===== src/rtl/ex_alu_pkg.sv =====
// Shared opcode and sequencer-state types for the EX-stage ALU and its vector sequencer.
package ex_alu_pkg;

    typedef enum logic [3:0] {
        ALU_ADD    = 4'h0,
        ALU_SUB    = 4'h1,
        ALU_AND    = 4'h2,
        ALU_OR     = 4'h3,
        ALU_XOR    = 4'h4,
        ALU_RELU   = 4'h8,
        ALU_MATMUL = 4'h9,
        ALU_VECADD = 4'hA,
        ALU_MPOOL  = 4'hB
    } alu_op_e;

    typedef enum logic [1:0] {
        IDLE = 2'd0,
        RUN  = 2'd1,
        FIN  = 2'd2
    } seq_state_e;

    function automatic logic is_legal_op(input logic [3:0] op);
        logic legal;
        case (op)
            4'h0, 4'h1, 4'h2, 4'h3, 4'h4,
            4'h8, 4'h9, 4'hA, 4'hB: legal = 1'b1;
            default:                legal = 1'b0;
        endcase
        return legal;
    endfunction

endpackage


===== src/rtl/ex_alu_sequencer_scratch.sv =====
// ex_scratch_ram: DEPTHx32 register file, three async read ports, one sync write port.
module ex_scratch_ram
    import ex_alu_pkg::*;
#(
    parameter int DEPTH = 16,
    parameter int AW    = $clog2(DEPTH)
) (
    input  logic          clk,
    input  logic          we_i,
    input  logic [AW-1:0] waddr_i,
    input  logic [31:0]   wdata_i,
    input  logic [AW-1:0] raddr_a_i,
    input  logic [AW-1:0] raddr_b_i,
    input  logic [AW-1:0] raddr_h_i,
    output logic [31:0]   rdata_a_o,
    output logic [31:0]   rdata_b_o,
    output logic [31:0]   rdata_h_o
);

    logic [31:0] mem_q [DEPTH];

    // Storage has no reset so tile data survives a controller reset.
    always_ff @(posedge clk) begin
        if (we_i) begin
            mem_q[waddr_i] <= wdata_i;
        end
    end

    assign rdata_a_o = mem_q[raddr_a_i];
    assign rdata_b_o = mem_q[raddr_b_i];
    assign rdata_h_o = mem_q[raddr_h_i];

endmodule


===== src/rtl/ex_alu_sequencer.sv =====
// Vector sequencer driving the EX-stage ALU over a local scratchpad, one element per cycle.
// Optional perf counters (perf_elems, perf_cmds) are built when EX_SEQ_PERF_EN is defined.
module ex_alu_sequencer
    import ex_alu_pkg::*;
#(
    parameter int DEPTH = 16,
    parameter int AW    = $clog2(DEPTH),
    parameter int LEN_W = AW + 1
) (
    input  logic             clk,
    input  logic             rst_n,
    input  logic             cmd_valid,
    output logic             cmd_ready,
    input  logic [3:0]       cmd_op,
    input  logic [AW-1:0]    cmd_src_a,
    input  logic [AW-1:0]    cmd_src_b,
    input  logic [AW-1:0]    cmd_dst,
    input  logic [LEN_W-1:0] cmd_len,
    input  logic             cmd_use_imm,
    input  logic [31:0]      cmd_imm,
    input  logic             ld_we,
    input  logic [AW-1:0]    ld_addr,
    input  logic [31:0]      ld_data,
    output logic [31:0]      rd_data,
    output logic [31:0]      alu_rs1_val,
    output logic [31:0]      alu_rs2_val,
    output logic             alu_use_imm,
    output logic [31:0]      alu_imm,
    output logic [3:0]       alu_ctrl,
    input  logic [31:0]      alu_result,
    output logic             busy,
    output logic             done,
    output logic             err
`ifdef EX_SEQ_PERF_EN
    ,
    output logic [31:0]      perf_elems,
    output logic [31:0]      perf_cmds
`endif
);

    seq_state_e       state_q, state_d;
    logic [3:0]       op_q, op_d;
    logic [AW-1:0]    src_a_q, src_a_d, src_b_q, src_b_d, dst_q, dst_d;
    logic [LEN_W-1:0] len_q, len_d, idx_q, idx_d;
    logic             use_imm_q, use_imm_d;
    logic [31:0]      imm_q, imm_d;
    logic             err_q, err_d;
    logic [31:0]      alu_rs1_q, alu_rs1_d, alu_rs2_q, alu_rs2_d, alu_imm_q, alu_imm_d;
    logic             alu_use_imm_q, alu_use_imm_d;
    logic [3:0]       alu_ctrl_q, alu_ctrl_d;

    logic             run_s;
    logic [AW-1:0]    addr_a_s, addr_b_s;
    logic [31:0]      rd_a_s, rd_b_s;
    logic             ram_we_s;
    logic [AW-1:0]    ram_waddr_s;
    logic [31:0]      ram_wdata_s;

    assign run_s    = (state_q == RUN);
    assign addr_a_s = src_a_q + idx_q[AW-1:0];
    assign addr_b_s = src_b_q + idx_q[AW-1:0];

    ex_scratch_ram #(
        .DEPTH (DEPTH),
        .AW    (AW)
    ) u_ram (
        .clk       (clk),
        .we_i      (ram_we_s),
        .waddr_i   (ram_waddr_s),
        .wdata_i   (ram_wdata_s),
        .raddr_a_i (addr_a_s),
        .raddr_b_i (addr_b_s),
        .raddr_h_i (ld_addr),
        .rdata_a_o (rd_a_s),
        .rdata_b_o (rd_b_s),
        .rdata_h_o (rd_data)
    );

    // Next-state, command latch and scratchpad write-port arbitration.
    always_comb begin
        state_d       = state_q;
        op_d          = op_q;
        src_a_d       = src_a_q;
        src_b_d       = src_b_q;
        dst_d         = dst_q;
        len_d         = len_q;
        use_imm_d     = use_imm_q;
        imm_d         = imm_q;
        idx_d         = idx_q;
        err_d         = err_q;
        alu_rs1_d     = alu_rs1_q;
        alu_rs2_d     = alu_rs2_q;
        alu_imm_d     = alu_imm_q;
        alu_use_imm_d = alu_use_imm_q;
        alu_ctrl_d    = alu_ctrl_q;
        ram_we_s      = 1'b0;
        ram_waddr_s   = ld_addr;
        ram_wdata_s   = ld_data;
        case (state_q)
            IDLE: begin
                ram_we_s = ld_we;
                if (cmd_valid) begin
                    op_d      = cmd_op;
                    src_a_d   = cmd_src_a;
                    src_b_d   = cmd_src_b;
                    dst_d     = cmd_dst;
                    len_d     = cmd_len;
                    use_imm_d = cmd_use_imm;
                    imm_d     = cmd_imm;
                    idx_d     = '0;
                    err_d     = !is_legal_op(cmd_op);
                    if (!is_legal_op(cmd_op)) begin
                        state_d = FIN;
                    end else if (cmd_len == '0) begin
                        state_d = FIN;
                    end else begin
                        state_d = RUN;
                    end
                end else begin
                    state_d = IDLE;
                end
            end
            RUN: begin
                // Result lands at the same edge the index advances, so element i+1 sees it.
                ram_we_s      = 1'b1;
                ram_waddr_s   = dst_q + idx_q[AW-1:0];
                ram_wdata_s   = alu_result;
                alu_rs1_d     = rd_a_s;
                alu_rs2_d     = rd_b_s;
                alu_imm_d     = imm_q;
                alu_use_imm_d = use_imm_q;
                alu_ctrl_d    = op_q;
                idx_d         = idx_q + LEN_W'(1);
                if (idx_q == len_q - LEN_W'(1)) begin
                    state_d = FIN;
                end else begin
                    state_d = RUN;
                end
            end
            FIN: begin
                state_d = IDLE;
            end
            default: begin
                state_d = IDLE;
            end
        endcase
    end

    // State, command and held-ALU-operand registers.
    always_ff @(posedge clk or negedge rst_n) begin
        if (!rst_n) begin
            state_q       <= IDLE;
            op_q          <= 4'h0;
            src_a_q       <= '0;
            src_b_q       <= '0;
            dst_q         <= '0;
            len_q         <= '0;
            use_imm_q     <= 1'b0;
            imm_q         <= 32'h0;
            idx_q         <= '0;
            err_q         <= 1'b0;
            alu_rs1_q     <= 32'h0;
            alu_rs2_q     <= 32'h0;
            alu_imm_q     <= 32'h0;
            alu_use_imm_q <= 1'b0;
            alu_ctrl_q    <= 4'h0;
        end else begin
            state_q       <= state_d;
            op_q          <= op_d;
            src_a_q       <= src_a_d;
            src_b_q       <= src_b_d;
            dst_q         <= dst_d;
            len_q         <= len_d;
            use_imm_q     <= use_imm_d;
            imm_q         <= imm_d;
            idx_q         <= idx_d;
            err_q         <= err_d;
            alu_rs1_q     <= alu_rs1_d;
            alu_rs2_q     <= alu_rs2_d;
            alu_imm_q     <= alu_imm_d;
            alu_use_imm_q <= alu_use_imm_d;
            alu_ctrl_q    <= alu_ctrl_d;
        end
    end

    // During RUN the ALU sees live scratchpad reads; otherwise the last driven values hold.
    assign alu_rs1_val = run_s ? rd_a_s    : alu_rs1_q;
    assign alu_rs2_val = run_s ? rd_b_s    : alu_rs2_q;
    assign alu_imm     = run_s ? imm_q     : alu_imm_q;
    assign alu_use_imm = run_s ? use_imm_q : alu_use_imm_q;
    assign alu_ctrl    = run_s ? op_q      : alu_ctrl_q;

    assign cmd_ready = (state_q == IDLE);
    assign busy      = run_s;
    assign done      = (state_q == FIN);
    assign err       = err_q;

`ifdef EX_SEQ_PERF_EN
    logic [31:0] perf_elems_q, perf_cmds_q;

    // Saturating element-write and completion counters.
    always_ff @(posedge clk or negedge rst_n) begin
        if (!rst_n) begin
            perf_elems_q <= 32'h0;
            perf_cmds_q  <= 32'h0;
        end else begin
            if (run_s && (perf_elems_q != 32'hFFFF_FFFF)) begin
                perf_elems_q <= perf_elems_q + 32'd1;
            end
            if (done && (perf_cmds_q != 32'hFFFF_FFFF)) begin
                perf_cmds_q <= perf_cmds_q + 32'd1;
            end
        end
    end

    assign perf_elems = perf_elems_q;
    assign perf_cmds  = perf_cmds_q;
`endif

endmodule


===== config.mk =====
export PLATFORM = sky130hd
export DESIGN_NAME = ex_alu_sequencer
export DESIGN_NICKNAME = d
export VERILOG_FILES = /design/src/rtl/ex_alu_pkg.sv /design/src/rtl/ex_alu_sequencer_scratch.sv /design/src/rtl/ex_alu_sequencer.sv
export SDC_FILE = /design/constraint.sdc
export NUM_CORES = 1
export LEC_CHECK = 0
export ABC_AREA = 1
export BUFFER_PORTS_ARGS = -buffer_cell sky130_fd_sc_hd__buf_2
export CELL_PAD_IN_SITES_DETAIL_PLACEMENT = 1
export CELL_PAD_IN_SITES_GLOBAL_PLACEMENT = 2
export CORE_MARGIN = 5
export CORE_UTILIZATION = 35
export CTS_CLUSTER_DIAMETER = 150
export CTS_CLUSTER_SIZE = 28
export DETAILED_ROUTE_END_ITERATION = 10
export PLACE_DENSITY = 0.79
export SLEW_MARGIN = 20
export SYNTH_ARGS = -nofsm -noshare
export SYNTH_HDL_FRONTEND = slang
export SYNTH_HIERARCHICAL = 1
export SYNTH_SLANG_ARGS = --single-unit
export TNS_END_PERCENT = 100

===== constraint.sdc =====
create_clock -name clk -period 3.8 [get_ports clk]
set_input_delay 1.14 -clock clk [delete_from_list [all_inputs] [get_ports clk]]
set_output_delay 1.14 -clock clk [all_outputs]
set_load 0.01 [all_outputs]

After elaboration in Yosys (flattened, before gate mapping):

Memories as Yosys holds them, arrays and structs flattened.
Cells that the tools add are included.
W data, S select, Z words.

* memory bits (read-only): 32
* bits in writable memories: 512
* register bits: 163
* bits of input ports: 126
* memories kept: 3

Memory list
* u_ram.mem_q: words 16, width 32, rd ports 3, clocked after memory_dff 0, wr ports 1, RTL line ex_alu_sequencer_scratch.sv:20 `logic [31:0] mem_q [DEPTH];`
* (no name shown): words 16, width 1, rd ports 1, clocked after memory_dff 0, wr ports 0, RTL line ex_alu_pkg.sv:24 `case (op)`
* (no name shown): words 16, width 1, rd ports 1, clocked after memory_dff 0, wr ports 0, RTL line ex_alu_pkg.sv:24

* $add $sub $neg: 5
* multiplexer cells: 21
* reduce and logical (&&, ||, !) cells: 6
* equality and inequality tests: 4

Operator list (number)
* $mux W32: 4
* $add A4 B4 Y4: 3
* $pmux W5 S2: 1
* $mux W2: 4
* $mux W4: 2
* $mux W1: 7
* $add A5 B1 Y5 const B: 1
* $eq A5 B5 Y1: 1
* $logic_not A5 Y1: 1
* $mux W5: 1
* $sub A5 B1 Y5 const B: 1
* $pmux W2 S2: 1
* $reduce_and A2 Y1: 2
* $eq A2 B1 Y1 const B: 1
* $eq A2 B2 Y1 const B: 1
* $logic_not A2 Y1: 1
* $ne A2 B2 Y1 const B: 1
* $pmux W1 S2: 1
* $reduce_bool A2 Y1: 1
* $logic_not A1 Y1: 1

Logic depth before layout (Yosys ltp):

Gate-level depths: netlist of run 1.
An unclocked memory read counts as a cell.

* depth after elaboration: 6
* gate-level depth with buffers: 13
* mapped depth without buffers: 11

Modules after synthesis:

Netlist of run 1, hierarchy kept.

Modules (own cells, without submodules)
* ex_scratch_ram: times used 1, area each 32378.6 um^2, sequential area each 15374.7 um^2, cells an instance 4354
* ex_alu_sequencer: times used 1, area each 7156.9 um^2, sequential area each 4078.9 um^2, cells an instance 895

Worst setup path after synthesis of run 1:

Ideal clock, no wire load.

* kind: register -> register
* from: register idx_q[0]
* to: memory u_ram.mem_q[12][0] (enable)
* data arrival time: 2.982 ns
* setup slack: 0.397 ns
* setup time: 0.421 ns
* period minus slack after synthesis: 3.403 ns
* cell stages (with the launch flop): 8
* cells stage by stage: dfrtp_1 > ha_1 > inv_1 > fa_1 > xor2_1 > o21ai_0 > nand3_1 > nor2_1

* cells in the longest elaborated chain, start to end: 2

RTL lines
* from (decl): RTL line ex_alu_sequencer.sv:44 `logic [LEN_W-1:0] len_q, len_d, idx_q, idx_d;`
* from (signal assigned): RTL line ex_alu_sequencer.sv:176 `idx_q <= idx_d;`
* $add A4 B4 Y4: RTL line ex_alu_sequencer.sv:126 `ram_waddr_s = dst_q + idx_q[AW-1:0];`
* $mux W4: RTL line ex_alu_sequencer.sv:99 `case (state_q)`
* named net ram_waddr_s[2]: RTL line ex_alu_sequencer.sv:56 `logic [AW-1:0] ram_waddr_s;`
* to (decl): RTL line ex_alu_sequencer_scratch.sv:20

The timed path passes the listed nets, and every way through them passes these cells.

Worst setup path in the final report of run 1:

* from: register idx_q[0]
* to: output alu_rs1_val[16]

* cells in the longest elaborated chain, start to end: 3

RTL lines
* $add A4 B4 Y4: RTL line ex_alu_sequencer.sv:60 `assign addr_a_s = src_a_q + idx_q[AW-1:0];`
* named net addr_a_s[1]: RTL line ex_alu_sequencer.sv:53 `logic [AW-1:0] addr_a_s, addr_b_s;`
* $mem_v2 Z16 W32
* named net rd_a_s[16]: RTL line ex_alu_sequencer.sv:54 `logic [31:0] rd_a_s, rd_b_s;`
* $mux W32
* to (decl): RTL line ex_alu_sequencer.sv:25 `output logic [31:0] alu_rs1_val,`

The timed path passes the listed nets, and every way through them passes these cells.

==> metrics.yaml, run 1 <==
clocking:
  cts_tree: "built"
  htree_num_levels: 1
  cts_buffers: 28
  numClockSinks: 675
  clock_path_buffers: 3
  cts.clk_slew.worst_paths_ns: 0.12
  root_buffer: "clkbuf_16"
  insertion_delay_ns: 0.69
global_routing:
  antenna_found_initial: 3
  grt_pass1_vias: 39899
  grt_pass1_wl_um: 264000
  grt_max_degree: 93
  grt-ovfl-total: 0
  grt_usage_pct: 28.8
drt:
  post-route-drc-count: 0
  vias_per_cell: 5.52
  wl_per_cell_um: 25.4
  num_vias: 39034
  drtIter0Drc: 3695
  drt_first_pass_iters: 7
  routed_wl_um: 180000
  ant_nets: 0
die:
  die_area_um2: 120000
  core_um2: 112000
  io_pins: 263
  start_util_pct: 35.2
  die_y_um: 346
  rows: 123
  die_w_um: 346
outcome:
  status: "finished, violations left"
  violations: "setup timing"
logic_synthesis:
  syn_avg_cell_area_um2: 7.53
  syn-num-nets: 5389
  ys_ff_latch: 675
  yosys_warnings: 6
  synth_cell_types: 27
  syn_area_um2: 39500
  yosysSeqAreaShare_pct: 49.2
  synthCells: 5249
sta:
  maxSlewViolCount: 0
  finalHoldWorstSlack_ns: 0.414
  fin_ws_ns: -0.562
  setup_violations: 67
  rsz0062_at_grt: "yes"
  fmax_ghz: 0.229
  post-route-min-period_ns: 4.36
  finalClockSkew_ns: 0.0278
  max_slew.worst_pin.slew_ns: 1.03
  relSlewSlack_pct: 31.0
  hold_viol: 0
  period_share_pct: 115
critical_path:
  crit_path_start_kind: "flop"
  critical_path_peak_fanout: 35
  cp-startpoint: "idx_q[0]"
  worst_r2r_path_depth: 30
  setup.worst_path.class: "flop to output port"
  reg2reg_from: "idx_q[0]"
  cp.required_ns: 2.66
  arrival_ns: 3.22
  critPathCaptureType: "output port"
run:
  max_cap_violations: 0
placement:
  gp_congestion: 0.822
  portBuffers: 262
  dpl.hpwl_um: 106000
  dp_slack_ns: 0.0163
cells_and_area:
  layout-drive-gt1-share_pct: 21.7
  layout.nets: 5687
  syn_to_final_growth_pct: 25.7
hold_path:
  hp-class: "primary input to asynchronous set/reset pin"
## registers in the layout, indices dropped and copies added, names as in the netlist, 5 cells and up
register	cells
alu_imm_q	32
alu_rs1_q	32
alu_rs2_q	32
idx_q	5
imm_q	32
len_q	5
u_ram/mem_q	512
## cell families after synthesis
family	synth area share, %
AO/OA/AOI/OAI	0.329
buffers and inverters	11.1
flip-flops	49.2
AND/OR/NAND/NOR	38.7
adder cells (fa/ha/maj)	0.500
XOR/XNOR	0.177
## final cells by class
| class | instances | area, um2 |
|---|---|---|
| clock buffers | 48 | 840 |
| fillers | 13505 | 62600 |
| diodes | 2 | 5.00 |
| multi-input cells | 3665 | 18500 |
| flip-flops and latches | 675 | 19500 |
| inverters | 552 | 2190 |
| repair buffers | 624 | 6800 |
| repair inverters | 1 | 20.0 |
| well taps | 1500 | 1880 |
| clock inverters | 4 | 50.0 |
## layer usage
metal / GRT usage, % / part of all wire [%] / vias to the layer above
met5: 0 / 0.0072 / -
met4: 8.59 / 3.3 / 2
met3: 3.84 / 7.3 / 319
met2: 46.7 / 46 / 1638
met1: 40.3 / 44 / 19613
li1: - / - / 17462
## critical path: stages, from the launching register on
cell and delay (ns):
dfrtp_2 0.46, buf_6 0.13, ha_4 0.15, inv_2 0.05
fa_2 0.47, inv_8 0.17, buf_16 0.22, nand3_1 0.18
nand3_1 0.12, nand3_1 0.11, nand2_1 0.11, nand2_1 0.07
nand2_2 0.10, buf_6 0.10
## cell usage in the layout (no fill, tap or decap), types with 2 or more instances in the layout
cell       netlist  layout
nand2_1       2229    2121
nand3_1       1356     965
inv_1          543     532
edfxtp_1       512     512
nand3_2          0     356
buf_2          176     220
dfrtp_1        163     161
buf_4           42     156
buf_12           0     120
nand2_2          0      97
buf_6           76      74
buf_16           0      36
nand3_4          0      35
clkbuf_16        0      33
clkbuf_1        29      17
o21ai_0         16      16
nor2_4           0      16
buf_8            1      13
nand2_4          2      12
nor2_1          26      10
ha_1            11       8
inv_2            6       7
a21oi_1          5       5
inv_8            0       5
inv_4            3       4
xnor2_1          7       3
xnor2_4          0       3
diode_2          0       2
clkinv_8         0       2
nor3_1           2       2
o22ai_1          2       2
fa_2             0       2
ha_4             0       2
clkinv_2         0       2
inv_16           0       2
dfrtp_2          0       2
nand3b_1         2       2
## cells in the mapped netlist
cell type	number	share of area, %
buf_8	1	0.038
fa_1	3	0.15
buf_1	33	0.31
buf_2	176	2.2
ha_1	11	0.35
buf_6	76	2.2
o21ai_1	1	0.013
nor3_1	2	0.025
o31ai_1	1	0.019
inv_2	6	0.057
nand2_1	2229	21
dfrtp_1	163	10
xor2_1	1	0.022
xnor2_1	7	0.16
inv_4	3	0.047
o22ai_1	2	0.032
clkbuf_1	29	0.28
nor2_1	26	0.25
buf_4	42	0.80
nor2_2	1	0.016
nand2_4	2	0.057
nand3b_1	2	0.038
a21oi_1	5	0.063
nand3_1	1356	17
inv_1	543	5.2
o21ai_0	16	0.20
edfxtp_1	512	39
## path summary, 6_finish.rpt
kind,slack (ns),to
max,-0.56,alu_rs1_val[16]
min,0.41,alu_ctrl_q[0]
max reg2reg,-0.54,alu_rs1_q[4]
min reg2reg,0.48,alu_imm_q[30]
max in group asynchronous,2.74,alu_rs1_q[6]
min in group clk,0.48,alu_imm_q[30]
## timing repair
item,in CTS,in global routing
pin swaps,213,171
setup endpoints to repair,64,80
setup buffers,117,22
resized for setup,497,261
cloned,32,2
hold buffers,0,0
## per-stage QoR
stage / area [um2] / TNS [ns] / std cells / util, %
2_1_floorplan: 39500 / 0 / 5249 / -
6_report: 49700 / -32.09 / 7071 / 44.2
3_3_place_gp: 43600 / 0 / 6861 / 38.8
3_5_place_dp: 43600 / 0 / 6861 / 38.8
4_1_cts: 48500 / -33.15 / 7061 / 43.2
5_1_grt: 49700 / -39.20 / 7069 / 44.2
Power of run 1 is not shown: default switching activity piles up to over one toggle a cycle in this logic, so the estimate is an artifact.
==> run 2: changes to the inputs <==
--- a/config.mk
+++ b/config.mk
@@ -14,7 +14,7 @@
 export CTS_CLUSTER_DIAMETER = 150
 export CTS_CLUSTER_SIZE = 28
 export DETAILED_ROUTE_END_ITERATION = 10
-export PLACE_DENSITY = 0.79
+export PLACE_DENSITY = 0.86
 export SLEW_MARGIN = 20
 export SYNTH_ARGS = -nofsm -noshare
 export SYNTH_HDL_FRONTEND = slang
==> constraint.sdc (replaced) <==
create_clock -name clk -period 4.1 [get_ports clk]
set_input_delay 1.23 -clock clk [delete_from_list [all_inputs] [get_ports clk]]
set_output_delay 1.23 -clock clk [all_outputs]
set_load 0.01 [all_outputs]
==> run 2 against run 1 <==
Compared with the run above:
- the flow still finishes with violations (setup timing)
- register-to-register slack improved by 0.20 ns
- die area unchanged
- wire length grew 5.7%
- clock skew rose by 0.00080 ns
- sequential cell count did not move
- critical endpoint is now alu_rs1_val[20]
- cell area rose by 3.6%
- worst setup slack improved by 0.14 ns
- via count increased by 3.4%
- cell count up 0.85%
==> metrics.yaml, run 2 (synthesis gave the netlist of run 1 again) <==
outcome:
  status: "finished, violations left"  # unchanged
  violations: "setup timing"  # unchanged
sta:
  fin_ws_ns: -0.420  # was -0.562 ns
  setup_tns_ns: -21.09  # was -32.09 ns
  rsz0062_at_grt: "yes"  # unchanged
  hold_viol: 0  # unchanged
  finalClockSkew_ns: 0.0286  # was 0.0278 ns
  max_slew.worst_pin.slew_ns: 1.09  # was 1.03 ns
  setup_violations: 67  # unchanged
  post-route-min-period_ns: 4.52
  period_share_pct: 110
  relSlewSlack_pct: 27.0  # was 31.0%
  fmax_ghz: 0.221
  maxSlewViolCount: 0  # unchanged
global_routing:
  grt_pass1_vias: 40198  # was 39899
  antenna_found_initial: 9  # was 3
  grt_max_degree: 143  # was 93
  grt-ovfl-total: 0  # unchanged
  grt_pass1_wl_um: 269000  # was 264000 um
  grt_usage_pct: 29.3  # was 28.8%
cells_and_area:
  fill_cells: 13366  # was 13505
  layout.nets: 5748  # was 5687
  largest_reg_flops: 512  # unchanged
  layout-drive-gt1-share_pct: 25.2  # was 21.7%
  multi_input_area_um2: 19300  # was 18500 um2
  syn_to_final_growth_pct: 30.3  # was 25.7%
  layout_common_cells: "nand2_1, nand3_1, inv_1"  # unchanged
  largest_register: "u_ram/mem_q"  # unchanged
  layout_commonest_cell: "nand2_1"  # unchanged
  seqCellArea_um2: 19500  # unchanged
die:
  io_pins: 263  # unchanged
  die_w_um: 346  # unchanged
  start_util_pct: 35.2  # unchanged
  rows: 123  # unchanged
  die_y_um: 346  # unchanged
  core_um2: 112000  # unchanged
  die_area_um2: 120000  # unchanged
drt:
  wl_per_cell_um: 26.6  # was 25.4 um
  drt_first_pass_iters: 5  # was 7
  routed_wl_um: 190000  # was 180000 um
  post-route-drc-count: 0  # unchanged
  drtIter0Drc: 4388  # was 3695
  vias_per_cell: 5.66  # was 5.52
  ant_nets: 0  # unchanged
  num_vias: 40378  # was 39034
critical_path:
  crit_path_start_kind: "flop"  # unchanged
  crit_end: "alu_rs1_val[20]"  # was alu_rs1_val[16]
  r2r_end: "alu_rs1_q[30]"  # was alu_rs1_q[4]
  setup.worst_path.class: "flop to output port"  # unchanged
  cp-startpoint: "idx_q[0]"  # unchanged
  critPathCaptureType: "output port"  # unchanged
  cp.required_ns: 2.87  # was 2.66 ns
  worst_r2r_path_depth: 31  # was 30
  rrSetupSlack_ns: -0.34  # was -0.54 ns
  critical_path_peak_fanout: 7  # was 35
  arrival_ns: 3.29  # was 3.22 ns
  reg2reg_from: "idx_q[0]"  # unchanged
placement:
  dp_slack_ns: -0.0505  # was 0.0163 ns
  portBuffers: 262  # unchanged
  dpl.hpwl_um: 101000  # was 106000 um
  gp_congestion: 0.816  # was 0.822
run:
  max_cap_violations: 0  # unchanged
clocking:
  insertion_delay_ns: 0.69  # about the same
  clock_path_buffers: 3  # unchanged
  numClockSinks: 675  # unchanged
  cts.clk_slew.worst_paths_ns: 0.13  # was 0.12 ns
  root_buffer: "clkbuf_16"  # unchanged
  cts_buffers: 28  # unchanged
  cts_tree: "built"  # unchanged
  htree_num_levels: 1  # unchanged
hold_path:
  hp-class: "flop to flop"  # was primary input to asynchronous set/reset pin
  hold_path.startpoint: "alu_rs1_q[24]"
  whs_path_depth: 2
run 2: cell types whose count changed in the layout (fill, tap and decap cells not counted), sizes merged:
cell / previous run / this run
clkbuf: 52 / 69
clkinv: 6 / 4
diode: 2 / 1
buf: 619 / 666
bufinv: 1 / 0
run 2: final cells by class:
cell class / instances / area share (%)
multi-input cells: 3665 / 37.4
well taps: 1500 / 3.64
clock buffers: 51 / 1.59
diodes: 1 / 0.00486
repair inverters: 1 / 0.0121
flip-flops and latches: 675 / 37.8
inverters: 552 / 4.22
repair buffers: 685 / 15.3
clock inverters: 1 / 0.0583
run 2: critical path, stage by stage, from the launching register on:
cell,delay [ns]
dfrtp_2,0.47
ha_4,0.16
inv_2,0.04
fa_2,0.62
inv_8,0.08
inv_16,0.09
buf_16,0.17
buf_6,0.13
buf_16,0.12
buf_4,0.12
nand3_2,0.06
nand3_2,0.07
nand3_2,0.09
nand2_4,0.11
nand2_4,0.07
nand2_4,0.09
buf_6,0.10
run 2: per-layer routing:
| layer | GRT usage (%) | vias up | share of wire, % |
|---|---|---|---|
| met4 | 11.2 | 14 | 5.5 |
| met1 | 39.9 | 19973 | 40 |
| met3 | 4.87 | 589 | 9.6 |
| met5 | 0 | - | 0.046 |
| li1 | - | 17587 | - |
| met2 | 47.1 | 2215 | 45 |
run 2: worst min path at each step:
stage / end / slack (ns)
3_3_place_gp: alu_rs1_q[2] / 0.46
3_5_place_dp: alu_rs1_q[24] / 0.46
5_1_grt: alu_imm_q[31] / 0.50
4_1_cts: alu_rs1_q[24] / 0.48
6_report: alu_rs1_q[24] / 0.48
2_1_floorplan: imm_q[0] / 0.45
run 2: per-stage QoR:
step                      hold WS (ns)  area, um2  utilization [%]  std cells
after floorplan                  0.449      39500                -       5249
after global placement           0.455      43000             38.3       6817
after detailed placement         0.457      43000             38.3       6817
after CTS                        0.481      48700             43.4       7079
after global routing             0.498      51500             45.8       7130
final                            0.479      51500             45.8       7131
run 2: what timing repair did:
item | 4_1_cts | 5_1_grt
hold buffers | 0 | 0
pin swaps | 186 | 270
cloned | 46 | 19
gates resized for setup | 512 | 455
endpoints found under the setup margin | 64 | 69
buffers inserted | 164 | 55
Power of run 2 is left out for the same reason.
